===== config.mk =====
export PLATFORM = sky130hd
export DESIGN_NAME = tdm_demux_1to4
export DESIGN_NICKNAME = d
export VERILOG_FILES = /design/src/rtl/tdm_demux_1to4.sv
export SDC_FILE = /design/constraint.sdc
export NUM_CORES = 1
export LEC_CHECK = 0
export ABC_AREA = 1
export ABC_CLOCK_PERIOD_IN_PS = 4600
export BUFFER_PORTS_ARGS = -buffer_cell sky130_fd_sc_hd__buf_2
export CORE_MARGIN = 5
export CORE_UTILIZATION = 64
export CTS_BUF_LIST = sky130_fd_sc_hd__clkbuf_8
export DETAILED_ROUTE_END_ITERATION = 8
export PLACE_DENSITY = 0.95
export SLEW_MARGIN = 20
export SYNTH_ARGS = -nofsm -noshare
export SYNTH_HDL_FRONTEND = slang
export SYNTH_SLANG_ARGS = --single-unit
export TNS_END_PERCENT = 20

===== constraint.sdc =====
create_clock -name clk_in -period 4.6 [get_ports clk_in]
set_input_delay 0.46 -clock clk_in [delete_from_list [all_inputs] [get_ports clk_in]]
set_output_delay 0.46 -clock clk_in [all_outputs]
set_load 0.01 [all_outputs]

===== src/rtl/tdm_demux_1to4.sv =====
// tdm_demux_1to4: receive-side TDM demultiplexer.
// A bit-interleaved serial stream (slot 0..3 round-robin, MSB first per slot)
// is split into four WIDTH-bit channel words. All four words are loaded
// together once a full frame of 4*WIDTH valid bits has been received.
// Frame alignment comes from frame_sync_in on frame bit 0.
//
// Input qualification: bit_valid_in is a valid-only strobe with no ready.
// The block accepts every bit offered, so there is no backpressure. When
// bit_valid_in is low, bit_in and frame_sync_in are don't-care, and no counter,
// state or output register changes except for the one-cycle pulses returning
// to zero.
module tdm_demux_1to4 #(
    parameter int WIDTH = 8
) (
    input  logic             clk_in,
    input  logic             rst_n_in,
    input  logic             bit_in,
    input  logic             bit_valid_in,
    input  logic             frame_sync_in,
    output logic [WIDTH-1:0] ch0_out,
    output logic [WIDTH-1:0] ch1_out,
    output logic [WIDTH-1:0] ch2_out,
    output logic [WIDTH-1:0] ch3_out,
    output logic             frame_valid_out,
    output logic             sync_err_out,
    output logic [1:0]       sel_out,
    output logic             locked_out,
    output logic [1:0]       state_dbg_out
);

    localparam int FRAME_BITS = 4 * WIDTH;
    localparam int CNT_W      = $clog2(FRAME_BITS);
    localparam logic [CNT_W-1:0] LAST_K = CNT_W'(FRAME_BITS - 1);

    typedef enum logic [1:0] {
        ST_HUNT      = 2'd0,
        ST_RECV      = 2'd1,
        ST_WAIT_SYNC = 2'd2
    } state_t;

    state_t           state;
    // Index k of the next frame bit to be accepted; its low two bits are the slot.
    logic [CNT_W-1:0] bit_cnt;
    logic [WIDTH-1:0] shreg [4];

    logic             take_start;
    logic             take_bit;
    logic             take_last;
    logic             err_stray;
    logic             err_nosync;
    logic [1:0]       slot;

    assign slot          = bit_cnt[1:0];
    assign sel_out       = slot;
    assign state_dbg_out = state;

    // Decode what the current valid bit does in the present state.
    always_comb begin
        take_start = 1'b0;
        take_bit   = 1'b0;
        take_last  = 1'b0;
        err_stray  = 1'b0;
        err_nosync = 1'b0;
        if (bit_valid_in) begin
            if (frame_sync_in) begin
                // Sync always restarts a frame at k = 0. In RECV the counter is
                // already past bit 0, so a sync there is a misalignment.
                take_start = 1'b1;
                err_stray  = (state == ST_RECV);
            end else begin
                case (state)
                    ST_RECV: begin
                        take_bit  = 1'b1;
                        take_last = (bit_cnt == LAST_K);
                    end
                    ST_WAIT_SYNC: err_nosync = 1'b1;
                    default:      ;
                endcase
            end
        end
    end

    // Alignment FSM, slot shift registers and all registered outputs.
    always_ff @(posedge clk_in or negedge rst_n_in) begin
        if (!rst_n_in) begin
            state           <= ST_HUNT;
            bit_cnt         <= '0;
            for (int i = 0; i < 4; i++) begin
                shreg[i] <= '0;
            end
            ch0_out         <= '0;
            ch1_out         <= '0;
            ch2_out         <= '0;
            ch3_out         <= '0;
            frame_valid_out <= 1'b0;
            sync_err_out    <= 1'b0;
            locked_out      <= 1'b0;
        end else begin
            frame_valid_out <= 1'b0;
            sync_err_out    <= err_stray | err_nosync;

            if (take_start) begin
                // Bit 0 belongs to slot 0. Clearing the other slots drops any
                // partial frame left behind by a misaligned sync.
                shreg[0]   <= {{(WIDTH-1){1'b0}}, bit_in};
                shreg[1]   <= '0;
                shreg[2]   <= '0;
                shreg[3]   <= '0;
                bit_cnt    <= CNT_W'(1);
                state      <= ST_RECV;
                locked_out <= 1'b1;
            end else if (take_last) begin
                // The last bit is slot 3's LSB. It goes straight into ch3_out;
                // the other words are already complete in their shift registers.
                ch0_out         <= shreg[0];
                ch1_out         <= shreg[1];
                ch2_out         <= shreg[2];
                ch3_out         <= {shreg[3][WIDTH-2:0], bit_in};
                shreg[3]        <= {shreg[3][WIDTH-2:0], bit_in};
                frame_valid_out <= 1'b1;
                bit_cnt         <= '0;
                state           <= ST_WAIT_SYNC;
                locked_out      <= 1'b1;
            end else if (take_bit) begin
                shreg[slot] <= {shreg[slot][WIDTH-2:0], bit_in};
                bit_cnt     <= bit_cnt + CNT_W'(1);
            end else if (err_nosync) begin
                bit_cnt    <= '0;
                state      <= ST_HUNT;
                locked_out <= 1'b0;
            end
        end
    end

endmodule


==> metrics <==
Post-route DRC 0; Mapped Nets 420; Cells after Synth 410; R2R Path Start bit_cnt[0]; startpoint types flip-flop; Layout area overhead 15.5%; Root Driver clkbuf_8; global route overflow 0; layout cells sized above 1 approximately 18%; clk_lat worst skew 0.35 ns; fin nets 462; Final Non-Filler Cells 527; Detailed Place HPWL between 5000 and 6000 um; Peak supply drop about 320 uV; RSZ-0062 raised after global routing no; WP data arrival 2.77 ns; crit-path max FO 37; hold buffers post-CTS 0; CTS Buffer Depth 2; pwr dens 427 mW/mm2; post-CTS sizing 0; fill count 379; Port Buf Inserts 43; TritonCTS clock tree built; DR vias 2717; synthesized cell area 0.00331 mm2; Crit Path Category flip-flop to flip-flop; Worst setup startpoint bit_cnt[0]; Total Power 1630 uW; multi-input logic area 0.00131 mm2; largest cells by area after synthesis dfrtp_1 55%, nand2_1 26%, nand3_1 4.8%; final clock skew 0.00677 ns; Die Area roughly 0.0067 mm2; row count 26; number of synthesis warnings 0; Post-CTS Setup Repair Bufs 0; status finished clean; utilization after layout 75.3%; Max Clk Rate between 400 and 500 MHz; num ports 44; Antenna Nets Post-Route 0; leakage between 0.002 and 0.0025 uW; CTS H-tree lvls 3; hold slack around 0.31 ns; Clock Pin Slew Worst Setup and Hold Paths approximately 0.080 ns; drt pass-1 iters 4; Diodes inserted 0; Inst Count DP slightly above 500; die width 81.9 um; core region area 0.00507 mm2; Hold Violations, Final 0; unique cell type count in the Yosys netlist 21; area leader, netlist dfrtp_1; actual slew at the worst max-slew pin 0.882 ns; Seq cells post-synth 73; fin. max-slew vios 0; sequential element share of the synthesized area 55.2%; Crit path required time 4.89 ns; largest net degree at the start of global routing 74; Final GP Congestion 0.973; overall routing resource usage between 20 and 30%; syn avg cell area 8.07 um2; Setup TNS 0 ns; initial DRC count 166; area fraction of the dominant cell type after synthesis 55.2%; Chip Height 81.9 um; wire per inst 14.1 um; HP Class primary input to asynchronous set/reset pin; TritonCTS buffer count 9; initial core utilization 65.2%; Tcrit/Tclk final a little over half; minimum clock period 2.48 ns; reg-to-reg slack, setup 2.12 ns; Critical Path Sink Type flip-flop; max cap viols 0; vias in the first global route 2700; post-DR vias/cell just over 5; Reg area 0.00183 mm2; worst rel slew slack about two fifths; Num Clock Sinks 73; antenna violations before repair 0; first-pass GRT wire length 12600 um; Final setup viols 0; WL final 7420 um
==> layer usage <==
layer	GRT usage, %	wire length, um	share of wire (%)
met1	33.4	3220	43
met2	40.4	3640	49
met3	5.04	413	5.6
met4	12.8	153	2.1
met5	0	0	0
==> cells in the final DEF (no fill, tap or decap), types with 2 or more instances in the layout <==
master	synthesis	routed
clkbuf_8	0	11
buf_4	3	2
ha_1	5	5
inv_1	15	15
nor2_4	6	6
dfrtp_1	73	73
nand2_2	3	3
nand2_1	229	229
bufinv_16	0	4
nand2_4	3	3
o21ai_0	7	7
nor2_1	11	11
buf_2	9	43
nand3_1	32	32
inv_2	6	6
==> cell usage after synthesis <==
cell type  number
nor2_4          6
buf_4           3
clkbuf_1        1
dfrtp_1        73
nor2_1         11
buf_6           1
nand2_4         3
or2_2           1
ha_1            5
o21ai_0         7
inv_2           6
buf_2           9
nand3_1        32
inv_4           1
nand3_2         1
nand2_2         3
o21ai_1         1
o21ai_2         1
a21oi_1         1
inv_1          15
nand2_1       229
==> critical path, stage by stage (launching register included) <==
cell and delay (ns):
dfrtp_1 0.72, ha_1 0.34, nand2_1 0.10, nor2_1 0.11, ha_1 0.28, nand3_2 0.12, buf_4 0.26, nand2_2 0.14
inv_4 0.07, nand2_4 0.11, nand2_1 0.08, nand2_1 0.07
==> worst paths after layout <==
| path | end | depth (start not counted) |
|---|---|---|
| max in group asynchronous | bit_cnt[1] | 2 |
| worst min register to register | ch1_out[1] | 2 |
| min in group clk_in | ch3_out[0] | 3 |
| worst min-delay path | ch1_out[2] | 2 |
| worst max register to register | shreg[10] | 11 |
| worst max-delay path | shreg[10] | 11 |
==> registers in the layout, indices dropped and copies added, names as in the netlist <==
name             count
locked_out           1
shreg               31
ch3_out              8
frame_valid_out      1
sync_err_out         1
ch0_out              8
state_dbg_out        2
ch2_out              8
ch1_out              8
bit_cnt              5
==> area by class of cell <==
cell class	count	share of cell area, %
inverter	22	2.23
timing repair buffer	45	6.03
sequential	73	47.8
clock inverter	5	3.28
tap	70	2.29
multi-input combinational	301	34.4
clock buffer	11	3.96
==> cells by family after synthesis <==
logic type	after synthesis	share of synthesized area (%)
flops	73	55.2
buf+inv	36	5.07
compound gates	10	1.63
fa+ha+maj	5	1.89
simple gates	286	36.2
==> per-stage QoR <==
step                instance area (um2)  worst slack (ns)
floorplan                          3310              2.93
global placement                   3540              2.30
detailed placement                 3540              2.18
CTS                                3820              2.14
global route                       3820              1.98
finish                             3820              2.12
==> report_power, final <==
part	internal, uW	switching (uW)
combinational	61.6	157
sequential	681	46.9
clock	444	239
total	1190	443
Power figures use the tool's default switching activity.
